### config.mk
export PLATFORM = sky130hd
export DESIGN_NAME = sm_addsub_seq
export DESIGN_NICKNAME = d
export VERILOG_FILES = /design/src/rtl/sm_addsub_seq.sv
export SDC_FILE = /design/constraint.sdc
export NUM_CORES = 1
export LEC_CHECK = 0
export BUFFER_PORTS_ARGS = -buffer_cell sky130_fd_sc_hd__buf_2
export CORE_MARGIN = 1
export CORE_UTILIZATION = 39
export CTS_BUF_LIST = sky130_fd_sc_hd__clkbuf_8
export CTS_CLUSTER_SIZE = 25
export DETAILED_ROUTE_END_ITERATION = 12
export PLACE_DENSITY = 0.66
export RECOVER_POWER = 50
export SYNTH_ARGS = -nofsm -noshare
export SYNTH_HDL_FRONTEND = slang
export SYNTH_SLANG_ARGS = --single-unit
### constraint.sdc
create_clock -name clk -period 6.4 [get_ports clk]
set_input_delay 0.32 -clock clk [delete_from_list [all_inputs] [get_ports clk]]
set_output_delay 0.32 -clock clk [all_outputs]
set_load 0.02 [all_outputs]
### src/rtl/sm_addsub_seq.sv
// Multi-cycle sign-magnitude add/subtract unit built around a single shared
// ripple-carry adder, with valid/ready handshakes on operands and results.

module full_adder #(
    parameter int N = 4
) (
    input  logic [N-1:0] a,
    input  logic [N-1:0] b,
    input  logic         cin,
    output logic         cout,
    output logic [N-1:0] sum
);
    logic [N:0] c;

    assign c[0] = cin;

    for (genvar i = 0; i < N; i++) begin : g_bit
        assign sum[i]   = a[i] ^ b[i] ^ c[i];
        assign c[i + 1] = (a[i] & b[i]) | (c[i] & (a[i] ^ b[i]));
    end

    assign cout = c[N];
endmodule

module sm_addsub_seq #(
    parameter int N     = 4,
    parameter int CNT_W = 8
) (
    input  logic             clk,
    input  logic             rst_n,
    input  logic             in_valid,
    output logic             in_ready,
    input  logic             a_sign,
    input  logic [N-1:0]     a_mag,
    input  logic             b_sign,
    input  logic [N-1:0]     b_mag,
    input  logic             op,
    output logic             out_valid,
    input  logic             out_ready,
    output logic             res_sign,
    output logic [N-1:0]     res_mag,
    output logic             ovf,
    output logic [CNT_W-1:0] op_count,
    output logic [1:0]       state_dbg
);
    // Handshakes: a transfer happens on a rising edge where valid and ready
    // are both high; in_ready only in IDLE, out_valid only in DONE.
    typedef enum logic [1:0] {
        IDLE = 2'd0,
        CALC = 2'd1,
        FIX  = 2'd2,
        DONE = 2'd3
    } state_t;

    state_t           state_q;
    logic             a_sign_q;
    logic [N-1:0]     a_mag_q;
    logic [N-1:0]     b_mag_q;
    logic             eb_q;
    logic [N-1:0]     tmp_q;
    logic             res_sign_q;
    logic [N-1:0]     res_mag_q;
    logic             ovf_q;
    logic [CNT_W-1:0] op_count_q;
    logic [CNT_W-1:0] op_count_d;

    logic [N-1:0] add_a;
    logic [N-1:0] add_b;
    logic         add_cin;
    logic         add_cout;
    logic [N-1:0] add_sum;
    logic         sub_path;
    logic         sum_nz;

    assign sub_path = a_sign_q ^ eb_q;
    assign sum_nz   = |add_sum;

    // Operand steering for the shared adder: plain add, A + ~B + 1, or
    // two's-complement negation of the borrowed difference.
    always_comb begin
        add_a   = a_mag_q;
        add_b   = b_mag_q;
        add_cin = 1'b0;
        if (state_q == CALC && sub_path) begin
            add_b   = ~b_mag_q;
            add_cin = 1'b1;
        end else if (state_q == FIX) begin
            add_a   = ~tmp_q;
            add_b   = '0;
            add_cin = 1'b1;
        end
    end

    full_adder #(.N(N)) u_adder (
        .a    (add_a),
        .b    (add_b),
        .cin  (add_cin),
        .cout (add_cout),
        .sum  (add_sum)
    );

    assign op_count_d = op_count_q + CNT_W'(1);

    always_ff @(posedge clk) begin
        if (!rst_n) begin
            state_q    <= IDLE;
            a_sign_q   <= 1'b0;
            a_mag_q    <= '0;
            b_mag_q    <= '0;
            eb_q       <= 1'b0;
            tmp_q      <= '0;
            res_sign_q <= 1'b0;
            res_mag_q  <= '0;
            ovf_q      <= 1'b0;
            op_count_q <= '0;
        end else begin
            case (state_q)
                IDLE: begin
                    if (in_valid) begin
                        a_sign_q <= a_sign;
                        a_mag_q  <= a_mag;
                        b_mag_q  <= b_mag;
                        eb_q     <= b_sign ^ op;
                        state_q  <= CALC;
                    end
                end
                CALC: begin
                    if (!sub_path) begin
                        // An overflowed wrap to zero keeps the operand sign.
                        res_mag_q  <= add_sum;
                        ovf_q      <= add_cout;
                        res_sign_q <= a_sign_q & (add_cout | sum_nz);
                        state_q    <= DONE;
                    end else if (add_cout) begin
                        res_mag_q  <= add_sum;
                        ovf_q      <= 1'b0;
                        res_sign_q <= a_sign_q & sum_nz;
                        state_q    <= DONE;
                    end else begin
                        tmp_q   <= add_sum;
                        state_q <= FIX;
                    end
                end
                FIX: begin
                    res_mag_q  <= add_sum;
                    ovf_q      <= 1'b0;
                    res_sign_q <= eb_q & sum_nz;
                    state_q    <= DONE;
                end
                DONE: begin
                    if (out_ready) begin
                        op_count_q <= op_count_d;
                        state_q    <= IDLE;
                    end
                end
                default: state_q <= IDLE;
            endcase
        end
    end

    assign in_ready  = rst_n && (state_q == IDLE);
    assign out_valid = (state_q == DONE);
    assign res_sign  = res_sign_q;
    assign res_mag   = res_mag_q;
    assign ovf       = ovf_q;
    assign op_count  = op_count_q;
    assign state_dbg = state_q;
endmodule

==> impl_metrics.toml, run 1 <==
[route]
wirelength_um = 2862
routedLengthMet1_um = 1422
routed.top_layer = "met4"
wl_met2_um = 1244
routed-via-count = 1188
detail_route.iter0.violations = 60
per_cell_via_count_in_the_routed_design = 4.696
route.met3.wl_um = 137
detail_route.drc_violations = 0
detail_route.first_pass.iterations = 4
final_antenna_net_count = 0
wire_per_inst_um = 11.31

[floorplanning]
coreArea_um2 = 3689
floorplan.rows = 22
ioPinCount = 33
dieWidth_um = 64.31
die_area_um2 = 4135
die_h_um = 64.31
initial_utilization_pct = 41.04

[critical_path]
critPathLaunchType = "register"
required_ns = 6.61
worst-path-buf-inv = 2
most_common_cell_type_on_the_critical_path = "sky130_fd_sc_hd__fa_1"
crit_family = "adder cells"
slowest_stage_delay_cp_ns = 0.49
timing.critical_path.fanout_max = 8
cpMaxStageDelayCell = "sky130_fd_sc_hd__fa_1"
crit_path_end_kind = "register"
critical_path.cell_chain = "inv_1 > ha_1 > a21bo_1 > o21ai_0 > fa_1 > inv_1 > fa_1 > fa_1 > fa_1 > nand4b_1 > a21oi_1 > or3b_2 > a31oi_1"
critical_path_arrival_ns = 3.99
timing_worst_setup_path_type = "register to register"

[cells_and_area]
antenna_diode_count = 0
final_cell_mix = "sky130_fd_sc_hd__nand2_1, sky130_fd_sc_hd__dfxtp_1, sky130_fd_sc_hd__buf_2, sky130_fd_sc_hd__clkbuf_1, sky130_fd_sc_hd__a21boi_0"
layout.core_utilization_pct = 48.37
multi_input_comb_area_um2 = 858.3
nFillCells = 388
fraction_of_layout_instances_using_a_drive_strength_above_1_pct = 14.15
layout_commonest_cell = "sky130_fd_sc_hd__nand2_1"
ff_latch_area_um2 = 600.6
stdcell_count = 253
finish.net_count = 229
area.growth.synth_to_final_pct = 17.85

[status]
outcome = "completed"

[sta]
finalHoldWorstSlack_ns = 0.2798
worst_clock_skew_ns = 0.006958
tightest_slew_ns = 0.5033
period_needed_ns = 3.780
rsz0062_at_grt = "no"
final_max_slew_viol_count = 0
rel_slew_slack_pct = 66.42
highest_clock_rate_ghz = 0.2645
tns_ns = 0
finalCritPeriodShare_pct = 59.07
report.final.setup_viol = 0
finalHoldViolations = 0

[logic_synthesis]
postSynthCellCount = 171
synth_edf_count = 0
synth_area_per_cell_um2 = 8.854
syn_nets = 196
number_of_synthesis_warnings = 0
netlist_area_um2 = 1514
commonest_register_cell_after_synthesis = "sky130_fd_sc_hd__dfxtp_1"
synth_seq_cells = 30
synth.lib_cells_used.distinct = 33
seq_area_frac_synth_pct = 39.67
asyncSetResetFlopFracSynth_pct = 0

[placement]
placement.io_buffers = 32
post-dp-hpwl_um = 2076
gp_routability_congestion = 0.7732
placed_cells = 245

[global_route]
pin_count_of_the_biggest_net_entering_global_routing = 32
grt_util_all_layers_pct = 15.42
grt_first_pass_wirelength_um = 4809
grt.overflow.total = 0
antenna_found_initial = 0
first_global_vias = 1068

[clocking]
cts_tree = "built"
clock_root_cell = "sky130_fd_sc_hd__clkbuf_8"
cts_resized = 0
cts.htree.levels = 2
cts-root-to-sink-buffers = 2
path_clk_slew_ns = 0.07
clock_sink_count = 30
cts_hold_repair.buffers = 0
cts_buffers = 5
post_cts_buffers = 0
clock_latency_ns = 0.28

[power]
fin_total_pwr_uw = 685.2
leakagePower_uw = 0.0007836
irDropWorstVdd_mv = 0.1740
power-per-cell-area_nw_per_um2 = 384.0

[flow_run]
max_cap_viol_count = 0

[hold_path]
hp-class = "input pin to register"
layout make-up:
class	count	share of cell area, %
clock buffer	6	4.628
clock inverter	2	0.7013
inverter	8	1.683
multi-input combinational	127	48.11
sequential	30	33.66
tap	48	3.366
timing repair buffer	32	7.854
path summary, 6_finish.rpt:
kind,from,endpoint,slack [ns],cells past startpoint
max,state_dbg[1],res_sign,2.62,13
min reg2reg,a_mag_q[2],a_mag_q[2],0.47,2
min,a_sign,a_sign_q,0.28,3
max reg2reg,state_dbg[1],res_sign,2.62,13
flip-flops by register name, summed over array words and instances (netlist names):
signal / flops
a_sign_q: 1
ovf: 1
res_sign: 1
b_mag_q: 4
state_dbg: 2
res_mag: 4
op_count: 8
eb_q: 1
a_mag_q: 4
tmp_q: 4
stage by stage:
step / setup WS [ns] / area [um2]
after floorplan: 2.733 / 1514
after global placement: 2.731 / 1709
after detailed placement: 2.666 / 1709
after CTS: 2.652 / 1804
after global routing: 2.395 / 1784
final: 2.620 / 1784
logic make-up (layout without fill, tap and decap cells):
kind of cell | after synthesis | count (layout) | synth area share (%)
AO/OA/AOI/OAI | 38 | 38 | 17.85
XOR/XNOR | 8 | 8 | 5.124
adder cells (fa/ha/maj) | 10 | 10 | 10.25
buffers and inverters | 14 | 48 | 3.636
flip-flops | 30 | 30 | 39.67
multiplexers | 3 | 3 | 1.984
AND/OR/NAND/NOR | 68 | 68 | 21.49
per-layer routing:
layer / global-route usage [%] / up-vias
li1: - / 640
met5: 0 / -
met3: 5.000 / 6
met1: 19.28 / 513
met4: 7.500 / 0
met2: 23.68 / 29
synth_stat cells (2+ instances only):
master	count	area, um2
sky130_fd_sc_hd__a21boi_0	12	90.09
sky130_fd_sc_hd__a21oi_1	9	45.04
sky130_fd_sc_hd__and2_1	8	50.05
sky130_fd_sc_hd__and3_1	2	12.51
sky130_fd_sc_hd__buf_2	2	10.01
sky130_fd_sc_hd__clkbuf_1	4	15.01
sky130_fd_sc_hd__dfxtp_1	30	600.6
sky130_fd_sc_hd__fa_1	4	80.08
sky130_fd_sc_hd__ha_1	6	75.07
sky130_fd_sc_hd__inv_1	8	30.03
sky130_fd_sc_hd__mux2i_1	3	30.03
sky130_fd_sc_hd__nand2_1	35	131.4
sky130_fd_sc_hd__nand3_1	3	15.01
sky130_fd_sc_hd__nor2_1	8	30.03
sky130_fd_sc_hd__nor2b_1	3	18.77
sky130_fd_sc_hd__o211a_1	7	70.07
sky130_fd_sc_hd__o21ai_0	6	30.03
sky130_fd_sc_hd__xnor2_1	6	52.55
worst register-to-register path, stage by stage (launching register included):
cell,delay [ns]
sky130_fd_sc_hd__dfxtp_1,0.42
sky130_fd_sc_hd__inv_1,0.11
sky130_fd_sc_hd__ha_1,0.28
sky130_fd_sc_hd__a21bo_1,0.28
sky130_fd_sc_hd__o21ai_0,0.26
sky130_fd_sc_hd__fa_1,0.22
sky130_fd_sc_hd__inv_1,0.05
sky130_fd_sc_hd__fa_1,0.37
sky130_fd_sc_hd__fa_1,0.40
sky130_fd_sc_hd__fa_1,0.49
sky130_fd_sc_hd__nand4b_1,0.16
sky130_fd_sc_hd__a21oi_1,0.05
sky130_fd_sc_hd__or3b_2,0.45
sky130_fd_sc_hd__a31oi_1,0.15
report_power, final:
part / internal, uW / leakage [uW] / total (uW) / switching, uW
logic: 108 / 0.000492 / 277 / 169
clock network: 86.2 / 0.0000472 / 159 / 72.6
registers: 223 / 0.000245 / 249 / 26.7
total: 417 / 0.000784 / 685 / 268
Power figures use the tool's default switching activity.
==> run 2: changes to the inputs <==
==> constraint.sdc (replaced) <==
create_clock -name clk -period 3.8 [get_ports clk]
set_input_delay 0.19 -clock clk [delete_from_list [all_inputs] [get_ports clk]]
set_output_delay 0.19 -clock clk [all_outputs]
set_load 0.02 [all_outputs]
==> impl_metrics.toml, run 2 (synthesis gave the netlist of run 1 again) <==
[status]
outcome = "completed"

[route]
per_cell_via_count_in_the_routed_design = 4.788
detail_route.first_pass.iterations = 3
wirelength_um = 2935
detail_route.iter0.violations = 56
wire_per_inst_um = 11.51
routed-via-count = 1221
final_antenna_net_count = 0
detail_route.drc_violations = 0

[cells_and_area]
antenna_diode_count = 0
largest_register_ff_count = 8
final_cell_mix = "sky130_fd_sc_hd__nand2_1, sky130_fd_sc_hd__dfxtp_1, sky130_fd_sc_hd__clkbuf_1"
area.growth.synth_to_final_pct = 18.93
nFillCells = 387
fraction_of_layout_instances_using_a_drive_strength_above_1_pct = 14.49
cell_area_after_layout_um2 = 1800
layout_commonest_cell = "sky130_fd_sc_hd__nand2_1"
finish.net_count = 231

[clocking]
path_clk_slew_ns = 0.06
clock_root_cell = "sky130_fd_sc_hd__clkbuf_8"
cts_hold_repair.buffers = 0
clock_latency_ns = 0.28
cts_buffers = 5
cts_tree = "built"
cts-root-to-sink-buffers = 2
cts_resized = 0
cts.htree.levels = 2
clock_sink_count = 30
post_cts_buffers = 0

[placement]
gp_routability_congestion = 0.8026
dpl_worst_slack_ns = 0.1023
detailed_place.area_um2 = 1724
post-dp-hpwl_um = 2186
placement.io_buffers = 32

[sta]
rel_slew_slack_pct = 63.31
tns_ns = 0
worst_clock_skew_ns = 0.002447
finalHoldWorstSlack_ns = 0.1582
finalCritPeriodShare_pct = 94.04
tightest_slew_ns = 0.5500
final_max_slew_viol_count = 0
finalHoldViolations = 0
rsz0062_at_grt = "no"
fin_ws_ns = 0.2266
period_needed_ns = 3.573
report.final.setup_viol = 0
highest_clock_rate_ghz = 0.2798

[power]
power-per-cell-area_nw_per_um2 = 648.0
comb_power_share_pct = 41.7
leakagePower_uw = 0.0007962
seq_power_share_pct = 36.1
share_clk_of_total_power_pct = 22.2
internal-power_uw = 717.1
power_switching_share_pct = 38.54
p_sw_uw = 449.7
irDropWorstVdd_mv = 0.3554

[floorplanning]
floorplan.rows = 22
initial_utilization_pct = 41.04
ioPinCount = 33
coreArea_um2 = 3689
die_h_um = 64.31
die_area_um2 = 4135
dieWidth_um = 64.31

[critical_path]
required_ns = 4.01
timing_worst_setup_path_type = "register to register"
crit_path_end_kind = "register"
critical_path_arrival_ns = 3.78
cpMaxStageDelayCell = "sky130_fd_sc_hd__or4_2"
most_common_cell_type_on_the_critical_path = "sky130_fd_sc_hd__fa_1"
slowest_stage_delay_cp_ns = 0.62
critical_path.cell_chain = "inv_1 > ha_1 > a21bo_4 > o21ai_1 > fa_1 > inv_1 > fa_1 > fa_1 > fa_1 > or4_2 > a21boi_0"
timing.critical_path.fanout_max = 8
critPathLaunchType = "register"

[global_route]
pin_count_of_the_biggest_net_entering_global_routing = 32
first_global_vias = 1185
grt.overflow.total = 0
grt_util_all_layers_pct = 16.32
grt_first_pass_wirelength_um = 5168
antenna_found_initial = 0

[flow_run]
max_cap_viol_count = 0

[hold_path]
hp-class = "input pin to register"
==> run 2: changes by cell type in the layout (fill, tap and decap cells not counted), sizes merged <==
| cell | change |
|---|---|
| clkinvlp | -1 |
| inv | +1 |
| buf | +1 |
| clkbuf | +1 |
==> run 2: routing by layer <==
metal,wire length (um),vias up,track usage [%]
met3,127,5,5.000
met2,1322,22,26.58
met1,1441,550,19.39
met4,43,0,7.778
li1,-,644,-
met5,0,-,0
==> run 2: worst max-delay path: cells and delay by family (launching register included) <==
family	cells	cell delay (ns)
and+or+nand+nor	1	0.62
AOI/OAI and AO/OA	3	0.61
DFF	1	0.42
adders and majority gates	5	1.69
buffers and inverters	2	0.16
==> run 2: final timing paths <==
path,endpoint,start,cells after the start,slack [ns]
worst max-delay path,ovf,state_dbg[1],11,0.23
worst min-delay path,b_mag_q[1],b_mag[1],3,0.16
worst max register to register,ovf,state_dbg[1],11,0.23
worst min register to register,a_mag_q[2],a_mag_q[2],2,0.46
==> run 2: area by class of cell <==
cell class / instances / area (um2) / share of cell area [%]
multi-input cells: 127 / 864.6 / 48.02
flip-flops and latches: 30 / 600.6 / 33.36
repair buffers: 34 / 153.9 / 8.548
clock buffers: 6 / 82.58 / 4.587
well taps: 48 / 60.06 / 3.336
inverters: 8 / 30.03 / 1.668
clock inverters: 2 / 8.758 / 0.4864
==> run 2: power by group through the flow <==
| stage | Sequential (uW) | Clock [uW] | Combinational (uW) |
|---|---|---|---|
| global placement | 424 | 0 | 490 |
| CTS | 421 | 266 | 494 |
| global route | 430 | 281 | 562 |
| floorplan | 449 | 0 | 338 |
| detailed placement | 427 | 0 | 492 |
| finish | 422 | 259 | 486 |
==> run 2: per-stage QoR <==
step                      util, %  instances  power, uW
after floorplan                 -        171      786.9
after global placement      46.74        247      914.7
after detailed placement    46.74        247      918.4
after CTS                   49.22        255       1181
after global routing        48.81        255       1272
final                       48.81        255       1167
